--- src/rtl/btb_pkg.sv ---
// Shared types, counter constants and PC field helpers for the 2-way branch target buffer.
package btb_pkg;

    localparam int unsigned PC_W = 32;
    localparam int unsigned CNT_W = 2;

    localparam logic [CNT_W-1:0] CNT_MIN     = 2'b00;
    localparam logic [CNT_W-1:0] CNT_MAX     = 2'b11;
    localparam logic [CNT_W-1:0] CNT_WEAK_T  = 2'b10;
    localparam logic [CNT_W-1:0] CNT_WEAK_NT = 2'b01;

    // Tag is kept zero-extended to PC_W so the struct does not depend on NUM_SETS.
    typedef struct packed {
        logic            valid;
        logic [PC_W-1:0] tag;
        logic [PC_W-1:0] target;
        logic [CNT_W-1:0] cnt;
    } btb_entry_t;

    function automatic logic [CNT_W-1:0] sat_cnt_next(input logic [CNT_W-1:0] cnt, input logic taken);
        logic [CNT_W-1:0] nxt;
        nxt = cnt;
        if (taken && cnt != CNT_MAX) begin
            nxt = CNT_W'(cnt + 2'd1);
        end else if (!taken && cnt != CNT_MIN) begin
            nxt = CNT_W'(cnt - 2'd1);
        end
        return nxt;
    endfunction

    function automatic logic [PC_W-1:0] pc_idx(input logic [PC_W-1:0] pc, input int unsigned idx_w);
        return (pc >> 2) & ((32'd1 << idx_w) - 32'd1);
    endfunction

    function automatic logic [PC_W-1:0] pc_tag(input logic [PC_W-1:0] pc, input int unsigned idx_w);
        return pc >> (idx_w + 32'd2);
    endfunction

endpackage

--- src/rtl/btb_way.sv ---
// One BTB way: NUM_SETS entries, two combinational tag-compare read ports, one write port.
module btb_way
    import btb_pkg::*;
#(
    parameter int unsigned NUM_SETS = 8,
    parameter int unsigned IDX_W    = 3
) (
    input  logic             clk,
    input  logic             rst_n,
    input  logic             clr,
    input  logic             we,
    input  logic [IDX_W-1:0] wr_idx,
    input  btb_entry_t       wr_entry,
    input  logic [IDX_W-1:0] rd_idx,
    input  logic [PC_W-1:0]  rd_tag,
    output logic             rd_hit,
    output logic [PC_W-1:0]  rd_target,
    output logic [CNT_W-1:0] rd_cnt,
    input  logic [IDX_W-1:0] upd_idx,
    input  logic [PC_W-1:0]  upd_tag,
    output logic             upd_hit,
    output logic             upd_valid,
    output logic [CNT_W-1:0] upd_cnt
);

    btb_entry_t entry_q [NUM_SETS];
    btb_entry_t entry_d [NUM_SETS];

    // Clear drops only valid bits and takes priority over a write.
    always_comb begin
        entry_d = entry_q;
        if (clr) begin
            for (int i = 0; i < NUM_SETS; i++) begin
                entry_d[i].valid = 1'b0;
            end
        end else if (we) begin
            entry_d[wr_idx] = wr_entry;
        end
    end

    always_ff @(posedge clk or negedge rst_n) begin
        if (!rst_n) begin
            for (int i = 0; i < NUM_SETS; i++) begin
                entry_q[i] <= '0;
            end
        end else begin
            entry_q <= entry_d;
        end
    end

    always_comb begin
        rd_hit    = entry_q[rd_idx].valid && (entry_q[rd_idx].tag == rd_tag);
        rd_target = entry_q[rd_idx].target;
        rd_cnt    = entry_q[rd_idx].cnt;
        upd_hit   = entry_q[upd_idx].valid && (entry_q[upd_idx].tag == upd_tag);
        upd_valid = entry_q[upd_idx].valid;
        upd_cnt   = entry_q[upd_idx].cnt;
    end

endmodule

--- src/rtl/btb_2way.sv ---
// 2-way set-associative BTB with 2-bit counters and per-set LRU victim bit.
// Optional perf counters (hit_count, alloc_count) are built when BTB_PERF_EN is defined.
module btb_2way
    import btb_pkg::*;
#(
    parameter int unsigned      NUM_SETS    = 8,
    parameter logic [CNT_W-1:0] CNT_INIT_T  = CNT_WEAK_T,
    parameter logic [CNT_W-1:0] CNT_INIT_NT = CNT_WEAK_NT
) (
    input  logic            clk,
    input  logic            rst_n,
    input  logic [PC_W-1:0] lookup_pc,
    output logic            pred_valid,
    output logic [PC_W-1:0] predicted_pc,
    output logic            predictedTaken,
    input  logic            flush,
    input  logic            btb_update,
    input  logic [PC_W-1:0] upd_pc,
    input  logic [PC_W-1:0] upd_target,
    input  logic            upd_taken,
    output logic [31:0]     hit_count,
    output logic [31:0]     alloc_count
);

    localparam int unsigned IDX_W = $clog2(NUM_SETS);

    logic [IDX_W-1:0] lu_idx, up_idx;
    logic [PC_W-1:0]  lu_tag, up_tag;
    logic [1:0]       rd_hit, upd_hit, upd_valid, we;
    logic [PC_W-1:0]  rd_target [2];
    logic [CNT_W-1:0] rd_cnt [2];
    logic [CNT_W-1:0] upd_cnt [2];
    logic             upd_hit_c, wr_way_c;
    btb_entry_t       wr_entry;
    logic [NUM_SETS-1:0] lru_q, lru_d;

    assign lu_idx = IDX_W'(pc_idx(lookup_pc, IDX_W));
    assign lu_tag = pc_tag(lookup_pc, IDX_W);
    assign up_idx = IDX_W'(pc_idx(upd_pc, IDX_W));
    assign up_tag = pc_tag(upd_pc, IDX_W);

    for (genvar w = 0; w < 2; w++) begin : g_way
        btb_way #(.NUM_SETS(NUM_SETS), .IDX_W(IDX_W)) u_way (
            .clk       (clk),
            .rst_n     (rst_n),
            .clr       (flush),
            .we        (we[w]),
            .wr_idx    (up_idx),
            .wr_entry  (wr_entry),
            .rd_idx    (lu_idx),
            .rd_tag    (lu_tag),
            .rd_hit    (rd_hit[w]),
            .rd_target (rd_target[w]),
            .rd_cnt    (rd_cnt[w]),
            .upd_idx   (up_idx),
            .upd_tag   (up_tag),
            .upd_hit   (upd_hit[w]),
            .upd_valid (upd_valid[w]),
            .upd_cnt   (upd_cnt[w])
        );
    end

    // Lookup mux; way 0 wins if both ever match.
    always_comb begin
        pred_valid     = rd_hit[0] | rd_hit[1];
        predicted_pc   = '0;
        predictedTaken = 1'b0;
        if (rd_hit[0]) begin
            predicted_pc   = rd_target[0];
            predictedTaken = rd_cnt[0][1];
        end else if (rd_hit[1]) begin
            predicted_pc   = rd_target[1];
            predictedTaken = rd_cnt[1][1];
        end
    end

    // Write-way choice: hit way, else first invalid way, else LRU victim.
    always_comb begin
        upd_hit_c = upd_hit[0] | upd_hit[1];
        if (upd_hit[0])        wr_way_c = 1'b0;
        else if (upd_hit[1])   wr_way_c = 1'b1;
        else if (!upd_valid[0]) wr_way_c = 1'b0;
        else if (!upd_valid[1]) wr_way_c = 1'b1;
        else                   wr_way_c = lru_q[up_idx];

        wr_entry.valid  = 1'b1;
        wr_entry.tag    = up_tag;
        wr_entry.target = upd_target;
        if (upd_hit_c) wr_entry.cnt = sat_cnt_next(upd_cnt[wr_way_c], upd_taken);
        else           wr_entry.cnt = upd_taken ? CNT_INIT_T : CNT_INIT_NT;

        we[0] = btb_update && !wr_way_c;
        we[1] = btb_update &&  wr_way_c;

        lru_d = lru_q;
        if (flush)           lru_d = '0;
        else if (btb_update) lru_d[up_idx] = ~wr_way_c;
    end

    always_ff @(posedge clk or negedge rst_n) begin
        if (!rst_n) lru_q <= '0;
        else        lru_q <= lru_d;
    end

`ifdef BTB_PERF_EN
    logic [31:0] hit_cnt_q, hit_cnt_d, alloc_cnt_q, alloc_cnt_d;

    // Perf counters survive flush; only rst_n clears them.
    always_comb begin
        hit_cnt_d   = hit_cnt_q + 32'(pred_valid);
        alloc_cnt_d = alloc_cnt_q + 32'(btb_update && !flush && !upd_hit_c);
    end

    always_ff @(posedge clk or negedge rst_n) begin
        if (!rst_n) begin
            hit_cnt_q   <= '0;
            alloc_cnt_q <= '0;
        end else begin
            hit_cnt_q   <= hit_cnt_d;
            alloc_cnt_q <= alloc_cnt_d;
        end
    end

    assign hit_count   = hit_cnt_q;
    assign alloc_count = alloc_cnt_q;
`else
    assign hit_count   = 32'h0;
    assign alloc_count = 32'h0;
`endif

endmodule
--- config.mk ---
export PLATFORM = sky130hd
export DESIGN_NAME = btb_2way
export DESIGN_NICKNAME = d
export VERILOG_FILES = /design/src/rtl/btb_pkg.sv /design/src/rtl/btb_way.sv /design/src/rtl/btb_2way.sv
export SDC_FILE = /design/constraint.sdc
export NUM_CORES = 2
export LEC_CHECK = 0
export CAP_MARGIN = 15
export CORE_MARGIN = 4
export CORE_UTILIZATION = 44
export CTS_CLUSTER_SIZE = 12
export DETAILED_ROUTE_END_ITERATION = 10
export HOLD_SLACK_MARGIN = 0.15
export PLACE_DENSITY = 0.69
export SETUP_SLACK_MARGIN = 0.05
export SYNTH_ARGS = -nofsm -noshare
export SYNTH_HDL_FRONTEND = slang
export SYNTH_SLANG_ARGS = --single-unit
--- constraint.sdc ---
create_clock -name clk -period 8.7 [get_ports clk]
set_input_delay 2.175 -clock clk [delete_from_list [all_inputs] [get_ports clk]]
set_output_delay 2.175 -clock clk [all_outputs]
set_load 0.02 [all_outputs]
* After elaboration in Yosys (flattened, before gate mapping)
Cells that the tools add are included.
Word-level totals: input bits 101, register bits 1080
Operators by class: equal/unequal tests 5, add/subtract/negate cells 2, $lt $le $gt $ge 6, multiplexer cells 56, reduce and logical (&&, ||, !) cells 18, bitwise logic cells 7
Operator list (number):
- 536-bit bitwise mux | 2
- 536-bit two-way mux | 2
- 67-bit binary-select mux with 3-bit select | 4
- 67-bit two-way mux | 9
- 67-bit demux with 3-bit select | 1
- 32-bit by 27-bit == test with 1-bit output | 4
- 32-bit two-way mux | 2
- 1-bit two-way mux | 24
- 8-bit two-way mux | 2
- 2-bit two-way mux | 7
- 1-bit logical AND | 10
- 8-bit bitwise mux | 1
- 4-bit >= comparator (second input constant) | 2
- 3-bit inverter with 4-bit output | 2
- 2-bit nonzero test | 4
- 3-bit by 4-bit < comparator with 1-bit output (second input constant) | 1
- 4-bit by 1-bit < comparator with 1-bit output (second input constant) | 1
- 2-bit AND reduction | 2
- 1-bit binary-select mux with 3-bit select | 1
- 1-bit demux with 3-bit select | 1
- 3-bit by 1-bit >= comparator with 1-bit output (second input constant) | 1
- 2-bit by 1-bit adder with 2-bit output (second input constant) | 1
- 2-bit >= comparator (second input constant) | 1
- 1-bit logical NOT | 2
- other kinds (5) | 7

* Depth between registers and ports, before layout
depth after elaboration 20, depth in mapped cells 23, gate-level depth less buffers 15

* Cells and area by module
Synthesis repeated with hierarchy kept, for this count alone.
Unflattened totals: cells, all modules 3511, area, all modules 54833.8 sq um
Modules (own cells, without submodules):
- btb_way (g_way[1].u_way) | times used 1, area each 26635.5 sq um, cells each 1653
- btb_way (g_way[0].u_way) | times used 1, area each 26629.3 sq um, cells each 1658
- btb_2way | times used 1, area each 1569.0 sq um, cells each 200

* Worst setup path after synthesis
No wires, ideal clock.
path type in2out, start in lookup_pc[2], end out predicted_pc[10], data required time 6525 ps, cell stages on the path 11, data arrival time 5654 ps, path slack 871 ps, cell sequence buf_2 buf_1 clkbuf_1 mux4_2 mux2i_1 xor2_1 nand4_1 nor3_1 nand4_1 clkbuf_1 o31ai_1
On the way: cells in the longest elaborated chain, start to end 8
Ends and longest elaborated chain:
- start, declared | line btb_2way.sv:12 | input logic [PC_W-1:0] lookup_pc,
- 3-bit inverter with 4-bit output (not written as such) * | line btb_way.sv:52, btb_way.sv:53
- 67-bit binary-select mux with 3-bit select | line btb_way.sv:52, btb_way.sv:53
- 67-bit two-way mux (not written as such) (2 in a row) | line btb_way.sv:52 | rd_hit = entry_q[rd_idx].valid && (entry_q[rd_idx].tag == rd_tag);
- 32-bit by 27-bit == test with 1-bit output | line btb_way.sv:52
- 1-bit logical AND | line btb_way.sv:52
- 32-bit two-way mux | line btb_2way.sv:71 | end else if (rd_hit[1]) begin
- 32-bit two-way mux * | line btb_2way.sv:68 | if (rd_hit[0]) begin
- end, declared | line btb_2way.sv:14 | output logic [PC_W-1:0] predicted_pc,
Mark *: on every way between the ends. The rest lies on a longest branch, timed or not. The select of a mux whose other input is x is not followed.

* Worst setup path in the final report
start in lookup_pc[2], end out predicted_pc[26]
Same word-level chain as after synthesis.

==> run summary <==
IO Port Bufs -> 130
asr flop ratio synth -> 100%
CP cell instances -> buf_8, buf_12, buf_4, mux4_2, mux2i_1, xnor2_1, nor4_1, nand3_1, nor2_4, buf_12, nand2_1, o31ai_1, buf_4, clkdlybuf4s50_1
Worst Hold Class -> flip-flop to flip-flop
initial core utilization -> 44.5%
CTS Sinks -> 1000
Required @ worst endpoint -> 6.53 ns
Die Y -> 349 um
Crit path max-delay family -> buffers and inverters
CP Buf/Inv Count -> 6
Core Area -> 115000 sq um
Initial DRC Count -> 3385
clk_lat worst skew -> 0.72 ns
CTS resizes -> 0
most frequent cells in the layout -> dfrtp_1, nand2_1, mux2_2
Layout Nets -> 4309
first-pass GRT wire length -> 224000 um
Via Count -> 34500
number of synthesized register bits -> 1000
Post-synth EDFFs -> 0
Setup-failing EPs final -> 0
maximum clock rate -> 0.119 GHz
Power Density -> 227 nW/um^2
endpoint class of the critical path -> primary output
Remaining DRCs -> 0
number of fill cells -> 9863
CTS tree -> yes
Worst EP arrival -> 6.25 ns
Overall Power -> 13.0 mW
outcome -> finished, final reports clean
Worst Path Max Fanout -> 44
Layout Utilization -> 50.0%
Post-CTS Setup Bufs -> 0
io pins -> 199
max-cap viol count -> 0
Final HPWL DP -> 89000 um
drt total wl -> 144000 um
critical path's slowest cell -> clkdlybuf4s50_1
Multi-input gate area -> 24200 sq um
post-route ant nets -> 0
slew margin rel. -> 12.2%
sequential share of the synthesized area -> 48.9%
First-pass DRT Iterations -> 8
Setup CP Type -> input port to primary output
Max clock buf depth -> 3
Layout area overhead -> 12.3%
Final Skew -> 0.0560 ns
Distinct cells, synth -> 80
layout cell share with drive strength beyond 1 -> 30.8%
slew at the pin closest to its max-slew limit -> 1.30 ns
vias per inst -> 5.94
period utilization -> 96.8%
final setup TNS -> 0 ns
fin crit period -> 8.42 ns
commonest non-fill, non-tap cell in the layout -> dfrtp_1
Slew Viols, Final -> 0
largest net degree at the start of global routing -> 160
Crit path largest cell delay -> 0.60 ns
Syn Inst Count -> 4189
RSZ-0062 raised after global routing -> false
die width -> 349 um
CTS root buffer -> clkbuf_16
Leak Pwr -> 26.3 nW
H-tree Lvls -> 3
GR Overflow Total -> 0
Rows -> 124
maximum vdd drop -> 0.000168 V
CTS buffer count -> 107
initial antenna violation count -> 4
Post-CTS Hold Buffers -> 0
vias in the first global route -> 35700
Post-synth top flop -> dfrtp_1
Fin. Hold Viols -> 0
clock-pin slew on the worst setup and hold paths -> 0.06 ns
Reg area -> 25000 sq um
die area -> 122000 sq um
wire length per cell -> 24.9 um
total track usage -> 23.8%
Synth Cell Area -> 51200 sq um
crit start category -> input port
Yosys warning total -> 0
syn avg cell area -> 12.2 sq um
Final GP Congestion -> 0.884
tightest hold or removal path: stages, from the launching register on:
cell     delay, ns
dfrtp_1       0.34
nand2_1       0.05
nand2_1       0.05
worst paths after layout:
path	startpoint	end	slack (ns)	cells after the start
setup reg to reg	g_way[1].u_way.entry_q[258]$_DFFE_PN0P_	g_way[1].u_way.entry_q[453]$_DFFE_PN0P_	3.80	10
min in group asynchronous	rst_n	g_way[1].u_way.entry_q[512]$_DFFE_PN0P_	1.50	1
setup / recovery	lookup_pc[2]	predicted_pc[26]	0.28	14
hold reg to reg	g_way[0].u_way.entry_q[295]$_DFFE_PN0P_	g_way[0].u_way.entry_q[295]$_DFFE_PN0P_	0.47	2
hold / removal	g_way[0].u_way.entry_q[295]$_DFFE_PN0P_	g_way[0].u_way.entry_q[295]$_DFFE_PN0P_	0.47	2
max in group asynchronous	rst_n	g_way[1].u_way.entry_q[28]$_DFFE_PN0P_	5.28	3
cell type report:
class | instances | area share, %
Timing Repair Buffer | 278 | 4.82
Multi-Input combinational cell | 2798 | 42.1
Antenna cell | 3 | 0.0131
Inverter | 21 | 0.137
Tap cell | 1512 | 3.29
Clock inverter | 32 | 0.623
Clock buffer | 159 | 5.49
Sequential cell | 1000 | 43.5
Yosys cell counts (28+ instances only):
library cell / n / area (sq um)
nor2_1: 38 / 143
dfrtp_1: 1000 / 25000
mux4_2: 279 / 6280
buf_1: 51 / 191
o22ai_1: 28 / 175
xnor2_1: 68 / 596
buf_4: 105 / 788
nand2_1: 973 / 3650
mux2_2: 675 / 7600
o21ai_0: 64 / 320
clkbuf_1: 164 / 616
buf_2: 100 / 500
mux2_1: 28 / 315
o31ai_1: 35 / 263
nor4_1: 35 / 219
mux2i_1: 153 / 1530
sequential cells by signal (all words and copies together) (netlist names):
signal,cells
g_way.u_way.entry_q,992
lru_q,8
logic make-up (layout without fill, tap and decap cells):
| logic type | Yosys count | after routing | share of synthesized area (%) |
|---|---|---|---|
| AO/OA/AOI/OAI | 325 | 325 | 4.50 |
| XOR/XNOR | 89 | 89 | 1.52 |
| adder cells (fa/ha/maj) | 2 | 2 | 0.0489 |
| buffers and inverters | 454 | 490 | 4.54 |
| flip-flops | 1000 | 1000 | 48.9 |
| multiplexers | 1136 | 1136 | 30.8 |
| other | 1 | 67 | 0.00733 |
| AND/OR/NAND/NOR | 1182 | 1182 | 9.71 |
where the power goes:
part,internal (mW),switching [mW]
combinational,1.32,1.13
clock,2.60,1.93
sequential,5.53,0.538
total,9.44,3.60
through the flow:
stage	hold WS, ns	setup slack (ns)	std cells	area, sq um
2_1_floorplan	0.440	0.871	4252	51400
3_3_place_gp	0.454	0.326	5608	53900
3_5_place_dp	0.457	0.296	5608	53900
4_1_cts	0.472	0.280	5799	57500
5_1_grt	0.492	0.115	5800	57500
6_report	0.470	0.275	5803	57500
per-layer routing:
metal	global-route usage [%]	share of wire [%]	up-vias
li1	-	-	14900
met1	32.6	41	17900
met2	38.0	47	1416
met3	4.72	7.9	334
met4	8.46	3.7	4
met5	0	0.13	-
(Power assumes the default switching activity.)
